**config.mk**
```make
export PLATFORM = sky130hd
export DESIGN_NAME = calc_op_sequencer
export DESIGN_NICKNAME = d
export VERILOG_FILES = /design/src/rtl/calc_pkg.sv /design/src/rtl/calc_lat_counter.sv /design/src/rtl/calc_op_sequencer.sv
export SDC_FILE = /design/constraint.sdc
export NUM_CORES = 1
export LEC_CHECK = 0
export BUFFER_PORTS_ARGS = -buffer_cell sky130_fd_sc_hd__buf_4
export CORE_ASPECT_RATIO = 1.4
export CORE_MARGIN = 1
export CORE_UTILIZATION = 50
export CTS_CLUSTER_DIAMETER = 150
export DETAILED_ROUTE_END_ITERATION = 7
export GPL_TIMING_DRIVEN = 0
export HOLD_SLACK_MARGIN = 0.15
export PLACE_DENSITY = 0.79
export SYNTH_ARGS = -nofsm -noshare
export SYNTH_HDL_FRONTEND = slang
export SYNTH_SLANG_ARGS = --single-unit
```
**constraint.sdc**
```tcl
create_clock -name clk -period 2.3 [get_ports clk]
set_input_delay 0.115 -clock clk [delete_from_list [all_inputs] [get_ports clk]]
set_output_delay 0.115 -clock clk [all_outputs]
set_load 0.005 [all_outputs]
```
**src/rtl/calc_pkg.sv**
```systemverilog
// Shared definitions for the calculator op sequencer.
//   - opcode constants driven on the result-mux select
//   - FSM state encoding
//   - latency counter width
package calc_pkg;

  localparam int CNT_W = 8;

  localparam logic [1:0] OP_ADD = 2'b00;
  localparam logic [1:0] OP_SUB = 2'b01;
  localparam logic [1:0] OP_MUL = 2'b10;
  localparam logic [1:0] OP_DIV = 2'b11;

  typedef enum logic [1:0] {
    ST_IDLE  = 2'b00,
    ST_ISSUE = 2'b01,
    ST_WAIT  = 2'b10,
    ST_HOLD  = 2'b11
  } state_t;

endpackage

```
**src/rtl/calc_lat_counter.sv**
```systemverilog
// Loadable down-counter that times the wait for an arithmetic unit.
// Ports:
//   clk, rst_n  clock, asynchronous active-low reset
//   load        load load_val (takes priority over dec)
//   load_val    initial count, the opcode's latency in cycles
//   dec         decrement by one, saturating at zero
//   done        count is 1: the unit output is valid during this cycle
module calc_lat_counter
  import calc_pkg::*;
(
  input  logic             clk,
  input  logic             rst_n,
  input  logic             load,
  input  logic [CNT_W-1:0] load_val,
  input  logic             dec,
  output logic             done
);

  logic [CNT_W-1:0] count_q;

  // NOTE: sequential state uses non-blocking assignments so every register
  // samples pre-edge values regardless of process evaluation order.
  always_ff @(posedge clk or negedge rst_n) begin
    if (!rst_n) begin
      count_q <= '0;
    end else if (load) begin
      count_q <= load_val;
    end else if (dec && (count_q != '0)) begin
      count_q <= count_q - CNT_W'(1);
    end
  end

  // Loaded with LAT and decremented from the launch cycle on, so the count
  // reads 1 in the last cycle before the result must be captured.
  assign done = (count_q == CNT_W'(1));

endmodule

```
**src/rtl/calc_op_sequencer.sv**
```systemverilog
// Control and result stage around the calculator datapath. Accepts one
// command, drives operands and the result-mux select, pulses start, waits
// the opcode latency, captures mux_y and offers it on a valid/ready port.
// An accumulator holds the last captured result for chained commands.
// Ports:
//   clk, rst_n                 clock, asynchronous active-low reset
//   cmd_valid/cmd_ready        command handshake
//   cmd_op, cmd_a, cmd_b       opcode and operands
//   cmd_use_acc                use the accumulator in place of cmd_a
//   acc_clear                  synchronous accumulator clear
//   opa, opb, sel, start       operands, mux select, launch pulse to units
//   mux_y                      result-mux output from the datapath
//   res_valid/res_ready        result handshake, res_data the result
//   busy                       sequencer not idle
module calc_op_sequencer
  import calc_pkg::*;
#(
  parameter int W       = 16,
  parameter int LAT_ADD = 1,
  parameter int LAT_SUB = 1,
  parameter int LAT_MUL = 4,
  parameter int LAT_DIV = 17
) (
  input  logic         clk,
  input  logic         rst_n,
  input  logic         cmd_valid,
  output logic         cmd_ready,
  input  logic [1:0]   cmd_op,
  input  logic [W-1:0] cmd_a,
  input  logic [W-1:0] cmd_b,
  input  logic         cmd_use_acc,
  input  logic         acc_clear,
  output logic [W-1:0] opa,
  output logic [W-1:0] opb,
  output logic [1:0]   sel,
  output logic         start,
  input  logic [W-1:0] mux_y,
  output logic         res_valid,
  input  logic         res_ready,
  output logic [W-1:0] res_data,
  output logic         busy
);

  if (LAT_ADD < 1 || LAT_ADD > 255 || LAT_SUB < 1 || LAT_SUB > 255 ||
      LAT_MUL < 1 || LAT_MUL > 255 || LAT_DIV < 1 || LAT_DIV > 255) begin : g_lat_range
    $error("calc_op_sequencer: every LAT_* parameter must lie in 1..255");
  end

  function automatic logic [CNT_W-1:0] lat_for(input logic [1:0] op);
    case (op)
      OP_ADD:  lat_for = CNT_W'(LAT_ADD);
      OP_SUB:  lat_for = CNT_W'(LAT_SUB);
      OP_MUL:  lat_for = CNT_W'(LAT_MUL);
      default: lat_for = CNT_W'(LAT_DIV);
    endcase
  endfunction

  state_t       state_q, state_d;
  logic [W-1:0] acc_q;
  logic         accept;
  logic         capture;
  logic         counting;
  logic         cnt_done;

  calc_lat_counter u_lat_counter (
    .clk      (clk),
    .rst_n    (rst_n),
    .load     (accept),
    .load_val (lat_for(cmd_op)),
    .dec      (counting),
    .done     (cnt_done)
  );

  always_ff @(posedge clk or negedge rst_n) begin
    if (!rst_n) state_q <= ST_IDLE;
    else        state_q <= state_d;
  end

  // NOTE: every output of this block gets a default before the case so no
  // path leaves a signal unassigned and no latch is inferred.
  always_comb begin
    state_d   = state_q;
    cmd_ready = 1'b0;
    start     = 1'b0;
    res_valid = 1'b0;
    busy      = 1'b1;
    counting  = 1'b0;
    case (state_q)
      ST_IDLE: begin
        // Held low while reset is asserted so nothing is offered until release.
        cmd_ready = rst_n;
        busy      = 1'b0;
        if (cmd_valid && rst_n) state_d = ST_ISSUE;
      end
      ST_ISSUE: begin
        start    = 1'b1;
        counting = 1'b1;
        state_d  = cnt_done ? ST_HOLD : ST_WAIT;
      end
      ST_WAIT: begin
        counting = 1'b1;
        if (cnt_done) state_d = ST_HOLD;
      end
      ST_HOLD: begin
        res_valid = 1'b1;
        if (res_ready) state_d = ST_IDLE;
      end
      default: state_d = ST_IDLE;
    endcase
  end

  assign accept  = cmd_valid && cmd_ready;
  assign capture = counting && cnt_done;

  // Operands and select stay frozen from accept until the next accept, so
  // the units see stable inputs for the whole transaction.
  always_ff @(posedge clk or negedge rst_n) begin
    if (!rst_n) begin
      opa <= '0;
      opb <= '0;
      sel <= OP_ADD;
    end else if (accept) begin
      opa <= cmd_use_acc ? acc_q : cmd_a;
      opb <= cmd_b;
      sel <= cmd_op;
    end
  end

  always_ff @(posedge clk or negedge rst_n) begin
    if (!rst_n) begin
      res_data <= '0;
    end else if (capture) begin
      res_data <= mux_y;
    end
  end

  // A clear on the capture edge wins for the accumulator only; res_data
  // still records the unit's result.
  always_ff @(posedge clk or negedge rst_n) begin
    if (!rst_n) begin
      acc_q <= '0;
    end else if (acc_clear) begin
      acc_q <= '0;
    end else if (capture) begin
      acc_q <= mux_y;
    end
  end

endmodule

```
==> flow_metrics.tcl <==
set metrics [dict create \
    status "complete, but fails checks" \
    violations "hold timing" \
    slowest_delay_ns 0.44 \
    synth_edf_count 0 \
    cts_sinks 76 \
    drive_gt1_share_pct 25.2 \
    crit_path_end_kind "register" \
    slew_viol_final 0 \
    setup.worst_path.start_class "register" \
    fin_setup_tns_ns 0 \
    fin_util_pct 78.2 \
    diodes 0 \
    grt_pass1_wl_um 14600 \
    synthesis.area_um2 3270 \
    ys_async_sr_fraction_pct 100 \
    cts_root_buf "clkbuf_8" \
    cts_buffer_depth 2 \
    dieArea_um2 6880 \
    viasPerCell 5.19 \
    cp.required_ns 2.57 \
    worst-path-max-fanout 10 \
    min_path_type "in -> async" \
    post-dp-hpwl_um 5640 \
    rows 34 \
    die_w_um 70.4 \
    globalplace.congestion 0.760 \
    finalCriticalPeriod_ns 2.02 \
    clock_skew_ns 0.00663 \
    path_cells "inv_1, ha_1, nand3_1, clkbuf_1, clkbuf_1, nand2_1, o21ai_0" \
    power.density_nw_per_um2 1100 \
    holdWs_ns -0.0921 \
    numCtsBuffers 9 \
    synthTopCellsByArea "dfrtp_1 (58%), nand2_1 (16%), mux2i_1 (4.9%)" \
    p_leak_uw 0.00247 \
    cts_hold_buf 51 \
    overflow 0 \
    die_h_um 97.7 \
    postSynthAreaPerCell_um2 9.51 \
    seq_area_um2 1900 \
    ys.flop_type "dfrtp_1" \
    drc_errors 0 \
    grt_setup_unrepaired "false" \
    multi_input_area_um2 1290 \
    area_growth_pct 49.5 \
    cts_tree "built" \
    synthTopCellsByCount "nand2_1 (137), dfrtp_1 (76), a21oi_1 (23), o21ai_0 (20), mux2i_1 (16)" \
    antenna_left 0 \
    critPathSlowestCell "clkbuf_1" \
    fmax_mhz 495 \
    syn-instance-count 344 \
    period_share_pct 87.8 \
    ir_worst_vdd_mv 0.656 \
    routedWlPerCell_um 14.9 \
    r2r-start "state_q[0]" \
    clk_pin_slew_ns 0.08 \
    drtPass1Iterations 4 \
    portBuffers 107 \
    htreeDepth 3 \
    ioPinCount 110 \
    clk_latency_ns 0.35 \
    yosys.cell_count.top_type "nand2_1" \
    slew_headroom_pct 36.0 \
    yosysTopAreaCell "dfrtp_1" \
    grt_pass1_vias 3183 \
    grtUsageTotal_pct 27.3 \
    start_util_pct 52.3 \
    drt-total-wl_um 8790 \
    syn_nets 408 \
    synth.ff_latch_count 76 \
    vias 3067 \
    hold_viol_final 76 \
    setup_viol 0 \
    crit_arrival_ns 2.29 \
    crit_type "reg -> reg" \
    antenna_found_initial 0 \
    yosys_warnings 0 \
    crit_path_frequent_cell "clkbuf_1" \
    startpoint "state_q[0]" \
    drtIter0Drc 175 \
    cap_violations 0 \
    yosysSeqAreaShare_pct 58.1 \
    fill_cells 409 \
    fin_nets 578 \
    grt_max_degree 80 \
    core_area_um2 6250 \
    yosysUniqueCellTypes 38 \
    tightest_slew_ns 0.959 \
    synth_top_area_share_pct 58.1 \
]
critical path: cells and delay by family, from the launching register on:
| kind | cells | cell delay [ns] |
|---|---|---|
| buffers and inverters | 3 | 0.89 |
| DFF | 1 | 0.43 |
| adders and majority gates | 1 | 0.25 |
| and+or+nand+nor | 2 | 0.26 |
| AOI/OAI and AO/OA | 1 | 0.10 |
registers in the layout, summed over array words and instances, names as in the netlist:
signal and flops:
state_q 2, u_lat_counter.count_q 8, res_data 16, opb 16, opa 16, sel 2, acc_q 16
stage by stage:
stage / area (um2) / hold slack (ns) / setup WS (ns) / instances / total power (uW)
floorplan: 3270 / -0.181 / 0.513 / 344 / 3170
global placement: 4170 / 0.304 / 0.146 / 523 / 4140
detailed placement: 4170 / 0.310 / 0.0909 / 523 / 4240
CTS: 4880 / -0.0562 / 0.0481 / 590 / 5350
global route: 4890 / -0.0192 / 0.0750 / 591 / 5760
finish: 4890 / -0.0921 / 0.281 / 591 / 5370
layout by cell type, fill, tap and decap left out, drive strengths merged, types with 2 or more instances in the layout:
cell	n
or4	3
clkbuf	26
or2	2
xor2	2
dlygate4sd3	51
and2	2
o21ai	21
nand3	4
nor3	3
dfrtp	76
a31oi	2
inv	8
nor2	4
or3	2
ha	8
buf	111
a21oi	23
mux2i	16
nor4	2
nand2	137
power breakdown:
part	internal, uW	switching, uW	total [uW]
Combinational	1100	1000	2100
Clock	564	477	1040
Sequential	1850	384	2230
layer usage:
| layer | wire length, um | vias up | track usage, % | share of wire, % |
|---|---|---|---|---|
| met3 | 485 | 10 | 4.05 | 5.5 |
| li1 | - | 1479 | - | - |
| met2 | 4670 | 100 | 50.0 | 53 |
| met5 | 0 | - | 0 | 0 |
| met4 | 128 | 0 | 10.2 | 1.5 |
| met1 | 3500 | 1478 | 31.6 | 40 |
kinds of logic after synthesis:
group	count (synthesis)	share of synthesized area (%)
adder cells (fa/ha/maj)	8	3.06
AND/OR/NAND/NOR	165	21.4
buffers and inverters	23	2.72
XOR/XNOR	3	0.803
multiplexers	16	4.89
AO/OA/AOI/OAI	53	9.03
flip-flops	76	58.1
final timing paths:
check | endpoint | slack [ns] | depth (start not counted)
worst min register to register | res_data[1] | 0.48 | 2
worst min-delay path | acc_q[11] | -0.09 | 1
min in group clk | u_lat_counter.count_q[5] | 0.16 | 4
worst max register to register | opa[13] | 0.28 | 7
max in group asynchronous | opa[2] | 1.77 | 1
worst max-delay path | opa[13] | 0.28 | 7
cell type report:
type | count | area share [%]
plain buffers | 16 | 1.28
clock buffers | 13 | 3.25
clock inverters | 3 | 0.895
inverters | 7 | 0.537
multi-input cells | 245 | 26.3
flip-flops and latches | 76 | 38.9
well taps | 72 | 1.84
repair buffers | 159 | 27.0
timing repair:
action	CTS	global route
endpoints found under the setup margin	0	22
gates resized for setup	0	1
hold endpoints to repair	145	76
buffers inserted	0	1
(Power assumes the default switching activity.)
